**src/rtl/alu_op_issuer.sv**
```systemverilog
// -----------------------------------------------------------------------------
// alu_op_issuer
//
// Front-end sequencer for a combinational ALU. A request (opcode, A, B, tag) is
// taken over a valid/ready handshake, issued to the ALU for exactly one cycle,
// and the ALU result is captured into a small in-order response FIFO together
// with the request tag. Illegal opcodes never reach the ALU. Each one produces
// an error response and bumps a saturating counter.
//
// Handshake semantics (both channels): a transfer happens on a rising edge
// where valid && ready are both high. A producer holding valid keeps its
// payload stable until the transfer. ready never depends combinationally on
// valid.
//
// Ports:
//   clk, rst_n                 clock, asynchronous active-low reset
//   req_valid/req_ready        request handshake
//   req_opcode/req_a/req_b     request opcode and operands
//   req_tag                    request identifier, returned unchanged
//   alu_a/alu_b/alu_opcode     registered operands to the ALU (hold when idle)
//   alu_en                     ALU enable, high only during the issue cycle
//   alu_result                 combinational ALU result
//   rsp_valid/rsp_ready        response handshake (FIFO head)
//   rsp_data/rsp_tag/rsp_err   response payload, all zero while FIFO empty
//   busy                       FSM not idle or responses pending
//   err_count                  saturating count of illegal opcodes
// -----------------------------------------------------------------------------
module alu_op_issuer #(
    parameter int DATA_W    = 16,
    parameter int TAG_W     = 4,
    parameter int RSP_DEPTH = 2,
    parameter int ERR_CNT_W = 8
) (
    input  logic                 clk,
    input  logic                 rst_n,
    input  logic                 req_valid,
    output logic                 req_ready,
    input  logic [3:0]           req_opcode,
    input  logic [DATA_W-1:0]    req_a,
    input  logic [DATA_W-1:0]    req_b,
    input  logic [TAG_W-1:0]     req_tag,
    output logic [DATA_W-1:0]    alu_a,
    output logic [DATA_W-1:0]    alu_b,
    output logic [3:0]           alu_opcode,
    output logic                 alu_en,
    input  logic [DATA_W-1:0]    alu_result,
    output logic                 rsp_valid,
    input  logic                 rsp_ready,
    output logic [DATA_W-1:0]    rsp_data,
    output logic [TAG_W-1:0]     rsp_tag,
    output logic                 rsp_err,
    output logic                 busy,
    output logic [ERR_CNT_W-1:0] err_count
);

    localparam int PTR_W = (RSP_DEPTH > 1) ? $clog2(RSP_DEPTH) : 1;
    localparam int CNT_W = $clog2(RSP_DEPTH + 1);
    localparam logic [PTR_W-1:0] PTR_LAST = PTR_W'(RSP_DEPTH - 1);
    localparam logic [CNT_W-1:0] CNT_FULL = CNT_W'(RSP_DEPTH);

    typedef enum logic [1:0] {
        ST_IDLE   = 2'd0,
        ST_ISSUE  = 2'd1,
        ST_REJECT = 2'd2
    } state_e;

    function automatic logic is_legal(input logic [3:0] op);
        return (op == 4'b0000) || (op == 4'b0001) ||
               (op == 4'b0010) || (op == 4'b0100);
    endfunction

    state_e               state_q, state_d;
    logic [TAG_W-1:0]     tag_q, tag_d;
    logic [DATA_W-1:0]    alu_a_q, alu_a_d;
    logic [DATA_W-1:0]    alu_b_q, alu_b_d;
    logic [3:0]           alu_op_q, alu_op_d;
    logic [ERR_CNT_W-1:0] err_cnt_q, err_cnt_d;

    logic [DATA_W-1:0]    fifo_data_q [RSP_DEPTH];
    logic [DATA_W-1:0]    fifo_data_d [RSP_DEPTH];
    logic [TAG_W-1:0]     fifo_tag_q  [RSP_DEPTH];
    logic [TAG_W-1:0]     fifo_tag_d  [RSP_DEPTH];
    logic                 fifo_err_q  [RSP_DEPTH];
    logic                 fifo_err_d  [RSP_DEPTH];
    logic [PTR_W-1:0]     wr_ptr_q, wr_ptr_d;
    logic [PTR_W-1:0]     rd_ptr_q, rd_ptr_d;
    logic [CNT_W-1:0]     cnt_q, cnt_d;

    logic                 can_accept;
    logic                 push;
    logic [DATA_W-1:0]    push_data;
    logic                 push_err;
    logic                 pop;

    // Acceptance looks only at the registered count. A pop in the same cycle
    // frees a slot that becomes visible one cycle later.
    assign can_accept = (state_q == ST_IDLE) && (cnt_q < CNT_FULL);
    assign rsp_valid  = (cnt_q != '0);
    assign pop        = rsp_valid && rsp_ready;

    // ---------------- sequencer: next state and outputs ----------------
    always_comb begin
        state_d   = state_q;
        tag_d     = tag_q;
        alu_a_d   = alu_a_q;
        alu_b_d   = alu_b_q;
        alu_op_d  = alu_op_q;
        err_cnt_d = err_cnt_q;
        req_ready = 1'b0;
        alu_en    = 1'b0;
        push      = 1'b0;
        push_data = '0;
        push_err  = 1'b0;
        case (state_q)
            ST_IDLE: begin
                req_ready = can_accept;
                if (req_valid && can_accept) begin
                    tag_d = req_tag;
                    if (is_legal(req_opcode)) begin
                        // ALU ports change only for legal requests, so a
                        // rejected request leaves them untouched.
                        alu_a_d  = req_a;
                        alu_b_d  = req_b;
                        alu_op_d = req_opcode;
                        state_d  = ST_ISSUE;
                    end else begin
                        state_d = ST_REJECT;
                    end
                end
            end
            ST_ISSUE: begin
                alu_en    = 1'b1;
                push      = 1'b1;
                push_data = alu_result;
                state_d   = ST_IDLE;
            end
            ST_REJECT: begin
                push     = 1'b1;
                push_err = 1'b1;
                if (err_cnt_q != '1) begin
                    err_cnt_d = err_cnt_q + 1'b1;
                end
                state_d = ST_IDLE;
            end
            default: begin
                state_d = ST_IDLE;
            end
        endcase
    end

    // ---------------- response FIFO next state ----------------
    always_comb begin
        fifo_data_d = fifo_data_q;
        fifo_tag_d  = fifo_tag_q;
        fifo_err_d  = fifo_err_q;
        wr_ptr_d    = wr_ptr_q;
        rd_ptr_d    = rd_ptr_q;
        cnt_d       = cnt_q;
        if (push) begin
            fifo_data_d[wr_ptr_q] = push_data;
            fifo_tag_d[wr_ptr_q]  = tag_q;
            fifo_err_d[wr_ptr_q]  = push_err;
            wr_ptr_d = (wr_ptr_q == PTR_LAST) ? '0 : wr_ptr_q + 1'b1;
        end
        if (pop) begin
            rd_ptr_d = (rd_ptr_q == PTR_LAST) ? '0 : rd_ptr_q + 1'b1;
        end
        case ({push, pop})
            2'b10:   cnt_d = cnt_q + 1'b1;
            2'b01:   cnt_d = cnt_q - 1'b1;
            default: cnt_d = cnt_q;
        endcase
    end

    // ---------------- state registers ----------------
    always_ff @(posedge clk or negedge rst_n) begin
        if (!rst_n) begin
            state_q   <= ST_IDLE;
            tag_q     <= '0;
            alu_a_q   <= '0;
            alu_b_q   <= '0;
            alu_op_q  <= '0;
            err_cnt_q <= '0;
            wr_ptr_q  <= '0;
            rd_ptr_q  <= '0;
            cnt_q     <= '0;
            for (int i = 0; i < RSP_DEPTH; i++) begin
                fifo_data_q[i] <= '0;
                fifo_tag_q[i]  <= '0;
                fifo_err_q[i]  <= 1'b0;
            end
        end else begin
            state_q     <= state_d;
            tag_q       <= tag_d;
            alu_a_q     <= alu_a_d;
            alu_b_q     <= alu_b_d;
            alu_op_q    <= alu_op_d;
            err_cnt_q   <= err_cnt_d;
            wr_ptr_q    <= wr_ptr_d;
            rd_ptr_q    <= rd_ptr_d;
            cnt_q       <= cnt_d;
            fifo_data_q <= fifo_data_d;
            fifo_tag_q  <= fifo_tag_d;
            fifo_err_q  <= fifo_err_d;
        end
    end

    // ---------------- outputs ----------------
    assign alu_a      = alu_a_q;
    assign alu_b      = alu_b_q;
    assign alu_opcode = alu_op_q;
    assign err_count  = err_cnt_q;
    assign busy       = (state_q != ST_IDLE) || rsp_valid;
    // The payload reads zero while empty instead of showing stale entries.
    assign rsp_data   = rsp_valid ? fifo_data_q[rd_ptr_q] : '0;
    assign rsp_tag    = rsp_valid ? fifo_tag_q[rd_ptr_q]  : '0;
    assign rsp_err    = rsp_valid ? fifo_err_q[rd_ptr_q]  : 1'b0;

endmodule

```
**config.mk**
```make
export PLATFORM = sky130hd
export DESIGN_NAME = alu_op_issuer
export DESIGN_NICKNAME = d
export VERILOG_FILES = /design/src/rtl/alu_op_issuer.sv
export SDC_FILE = /design/constraint.sdc
export NUM_CORES = 1
export LEC_CHECK = 0
export BUFFER_PORTS_ARGS = -buffer_cell sky130_fd_sc_hd__buf_2
export CAP_MARGIN = 20
export CORE_ASPECT_RATIO = 1.1
export CORE_MARGIN = 4
export CORE_UTILIZATION = 51
export DETAILED_ROUTE_END_ITERATION = 16
export PLACE_DENSITY = 0.78
export SETUP_SLACK_MARGIN = 0.4
export SLEW_MARGIN = 0
export SYNTH_ARGS = -nofsm -noshare
export SYNTH_HDL_FRONTEND = slang
export SYNTH_SLANG_ARGS = --single-unit
export TNS_END_PERCENT = 50
```
**constraint.sdc**
```tcl
create_clock -name clk -period 2.17 [get_ports clk]
set_input_delay 0.3255 -clock clk [delete_from_list [all_inputs] [get_ports clk]]
set_output_delay 0.3255 -clock clk [all_outputs]
set_load 0.01 [all_outputs]
```
# After elaboration in Yosys (flattened, before gate mapping)
# Index checks and enable logic that the tools add are counted.
classes:
  addsub: 5
  magnitude_cmp: 4
  n_eq_ne: 9
  mux: 32
  bitwise_logic: 2
  n_reduce_logical: 17
op_table:
  columns: ["cell", "count"]
  rows:
  - ["two-way mux 16 bit", 6]
  - ["bitwise mux 32 bit", 1]
  - ["two-way mux 4 bit", 5]
  - ["demux 16 bit (select 1 bit)", 1]
  - ["two-way mux 1 bit", 11]
  - ["adder 8 x 1 -> 8 bit, second input constant", 1]
  - ["bitwise mux 8 bit", 1]
  - ["!= test 8 bit, second input constant", 1]
  - ["two-way mux 2 bit", 3]
  - ["nonzero test 2 bit", 3]
  - ["demux 4 bit (select 1 bit)", 1]
  - ["== test 2 x 1 -> 1 bit, second input constant", 2]
  - ["== test 2 bit, second input constant", 2]
  - ["== test 4 x 1 -> 1 bit, second input constant", 1]
  - ["== test 4 x 2 -> 1 bit, second input constant", 1]
  - ["== test 4 x 3 -> 1 bit, second input constant", 1]
  - ["greater-or-equal comparator 2 bit, second input constant", 2]
  - ["logical AND 1 bit", 4]
  - ["logical NOT 4 bit", 1]
  - ["logical OR 1 bit", 4]
  - ["inverter 1 -> 2 bit", 2]
  - ["case mux 2 bit (2 select lines)", 1]
  - ["AND reduction 2 bit", 2]
  - ["AND reduction 3 bit", 1]
  - ["other kinds (10)", 11]
totals:
  register_bits: 96
  in_bits: 60
  elab_cells: 84

# Longest topological paths before layout
depth:
  word_depth: 7
  depth_mapped: 7
  mapped_depth_nobuf: 7

# Least setup slack after synthesis
# OpenSTA, ideal clock, no wires.
synth_path:
  path_type: "flip-flop to flip-flop"
  startpoint: "register state_q[0]"
  endpoint: "register alu_a_q[0] (netlist: alu_a[0])"
  arrival_ns: 1.708
  required_ns: 2.045
  path_slack_ns: 0.337
  path_stages_with_launch: 7
  path_buffers: 1
  synth_period_minus_slack_ns: 1.833
  path_cell_list: "dfrtp_1 > inv_1 > ha_1 > nand3b_2 > nor3_4 > buf_6 > mux2_2"
synth_via:
  elab_chain_len: 4
synth_lines:
  columns: ["item", "line", "text"]
  rows:
  - ["start, declared", "72", "state_e state_q, state_d;"]
  - ["start signal, assigned", "193", "state_q <= state_d;"]
  - ["logical NOT 2 bit (*)", "97, 114", null]
  - ["logical AND 1 bit", "97", "assign can_accept = (state_q == ST_IDLE) && (cnt_q < CNT_FULL);"]
  - ["logical AND 1 bit", "117", "if (req_valid && can_accept) begin"]
  - ["AND reduction 3 bit (no line) (*)", null, null]
  - ["end signal, assigned", "195", "alu_a_q <= alu_a_d;"]
  - ["end, declared", "74", "logic [DATA_W-1:0] alu_a_q, alu_a_d;"]
# Every way passes the cells marked *; elsewhere a longest branch is shown, timed or not.
# A chain may end at the register's enable or synchronous reset.

# Final worst setup path
layout_path:
  startpoint: "register state_q[0]"
  endpoint: "output port busy"
layout_via:
  elab_chain_len: 2
layout_lines:
  columns: ["item", "line", "text"]
  rows:
  - ["nonzero test 2 bit", "213", "assign busy = (state_q != ST_IDLE) || rsp_valid;"]
  - ["logical OR 1 bit", "213", null]
  - ["end, declared", "52", "output logic busy,"]
# No other way between the ends.

==> reports/results.ini <==
[outcome]
status = completed

[cts]
cts_max_path_buffers = 2
htree_levels = 3
cts_sinks = 96
numCtsBuffers = 9
cts_root_buf = clkbuf_8
cts_tree = done
worst_skew_pair.late_latency_ns = 0.35
clkTransAtPathRegs_ns = 0.10

[synthesis]
yosys.area.top_type = dfrtp_1
synthArstFlopShare_pct = 100.0
netlist_area_um2 = 4126
synth_edf_count = 0
yosysSeqAreaShare_pct = 58.22
synth_seq_cells = 96
yosysMostFrequentCell = dfrtp_1
syn_nets = 417
netlist_instances = 352
yosys-top-cells-count = dfrtp_1, nand2_1, mux2_2
synth_area_leaders = dfrtp_1, mux2_2, mux2i_1, nand2_1, o21ai_0
ys_types = 33
syn_area_per_cell_um2 = 11.72
synth_top_area_share_pct = 58.22
yosys_warnings = 0
synth_ff_type = dfrtp_1

[sta]
setup_violations = 0
finalMaxSlewViolations = 0
clock_skew_ns = 0.009214
max_clock_freq_ghz = 0.5786
tightest_slew_ns = 0.3808
hold_violations = 0
post-route-period-util_pct = 79.64
fin_tns_setup_ns = 0
fin_crit_ns = 1.728
rsz0062_at_grt = true
hold_ws_ns = 0.1994
slew_headroom_pct = 74.61

[critical_path]
path_max_fanout = 5
worstPathRequired_ns = 1.84
worstSetupEndpointType = output port
crit_path_start_kind = flip-flop
crit_arrival_ns = 1.40
criticalPathCategory = reg2out

[grt]
grt_pass1_vias = 3099
grt_max_degree = 40
grt_antenna_before_repair = 0
track_usage_pct = 19.23
grt-ovfl-total = 0
grt_pass1_wl_um = 14500

[power_and_ir_drop]
netSwitchingPower_mw = 2.618
p_seq_share_pct = 41.4
p_int_mw = 4.677
combinationalPowerShare_pct = 41.3
switching_share_pct = 35.89
p_per_area_nw_per_um2 = 1387
ir_worst_vdd_mv = 0.7429
pwr-share-clk_pct = 17.2
leakagePower_nw = 2.621

[die]
row_count = 34
dieHeight_um = 102.3
die_w_um = 93.77
dieArea_um2 = 9596
io_pins = 129
initial_core_util_pct = 52.15
fp.coreArea_um2 = 7913

[finish]
syn_to_final_growth_pct = 27.50
num_antenna_cells = 0
fin_nets = 557
drive_above_1_share_pct = 43.86

[route]
drc_errors = 0
vias_per_cell = 5.058
drt_iter0_markers = 54
dr_total_vias = 3060
wirelength_um = 8809
drt-wirelength-per-cell_um = 14.56
ant_nets = 0
first_pass_iters = 4

[flow_run]
maxCapViolations = 0

[worst_hold_path]
min_path_type = in2reg

[placed_design]
dp_hpwl_um = 6369
port_buffers = 128
gp_congestion = 0.7328

[worst paths after layout]
check | start | end | slack (ns) | cells after the start
max in group asynchronous | rst_n | state_q[0] | 1.03 | 3
max | state_q[0] | busy | 0.44 | 5
min in group asynchronous | rst_n | alu_a[10] | 0.43 | 2
min reg2reg | fifo_data_q[9] | fifo_data_q[9] | 0.49 | 2
max reg2reg | state_q[0] | alu_a[10] | 0.47 | 7
min | req_b[5] | alu_b[5] | 0.20 | 2
[critical path, stage by stage, from the launching register on]
cell	delay, ns
dfrtp_1	0.41
inv_1	0.12
ha_4	0.18
nor2b_2	0.17
nand2b_1	0.06
buf_2	0.13
[timing repair]
action	in CTS	in global routing
setup buffers	2	1
hold buffers	1	0
endpoints found under the hold margin	28	0
setup endpoints to repair	36	56
pin swaps	1	1
gates resized for setup	4	4
cloned	1	0
[flip-flops by register name, indices dropped and copies added, names as in the netlist]
register,cells
alu_a,16
alu_b,16
alu_opcode,4
cnt_q,2
err_count,8
fifo_data_q,32
fifo_err_q,2
fifo_tag_q,8
rd_ptr_q,1
state_q,2
tag_q,4
wr_ptr_q,1
[area by class of cell]
type,instances,area [µm²]
multi-input combinational,234,1648
fill,670,2651
inverter,5,18.77
clock buffer,9,123.9
clock inverter,7,95.09
timing repair buffer,146,837.1
tap,108,135.1
sequential,96,2404
[cell families (layout without fill, tap and decap cells)]
kind of cell | Yosys count | in the layout | share of synthesized area, %
AND/OR/NAND/NOR | 99 | 99 | 10.52
multiplexers | 71 | 71 | 18.71
adder cells (fa/ha/maj) | 6 | 6 | 1.789
buffers and inverters | 22 | 167 | 2.608
XOR/XNOR | 6 | 6 | 1.274
AO/OA/AOI/OAI | 52 | 52 | 6.883
flip-flops | 96 | 96 | 58.22
[power by group through the flow]
stage                     clock network, mW  logic (mW)  registers, mW
final                                  1.26        3.02           3.02
after global routing                   1.36        3.36           3.14
after CTS                              1.29        3.05           3.02
after detailed placement                  0        3.01           3.04
after global placement                    0        2.92           3.01
after floorplan                           0        1.76           3.13
[cells in the final DEF, fill, tap and decap left out, types with 3 or more instances in the layout]
master | Yosys | routed
xnor2_1 | 3 | 3
xor2_1 | 3 | 3
nor2_1 | 29 | 28
inv_1 | 5 | 4
buf_6 | 3 | 3
nand2_1 | 53 | 53
buf_2 | 2 | 127
a21oi_1 | 8 | 8
clkbuf_8 | 0 | 9
dfrtp_1 | 96 | 95
nand3_1 | 3 | 3
o21ai_0 | 35 | 35
nand4_1 | 3 | 3
mux2_2 | 48 | 48
ha_1 | 5 | 4
mux2i_1 | 22 | 22
buf_4 | 0 | 12
[stage by stage]
step                setup WS [ns]  instances  cell area [µm²]  utilization, %  power, mW
finish                     0.4417        605             5261           66.49      7.295
floorplan                  0.4084        352             4148               -      4.891
detailed placement         0.3384        584             4962           62.71      6.053
global route               0.3609        605             5261           66.49      7.855
global placement           0.4139        584             4962           62.71      5.933
CTS                        0.3765        604             5240           66.22      7.364
[per-layer routing]
layer	share of wire (%)	track usage, %	up-vias
li1	-	-	1484
met5	0	0	-
met3	8.3	6.406	10
met1	41	23.29	1466
met4	1.4	7.556	0
met2	49	31.90	100
Note: power is estimated with default switching activity, not from simulation.
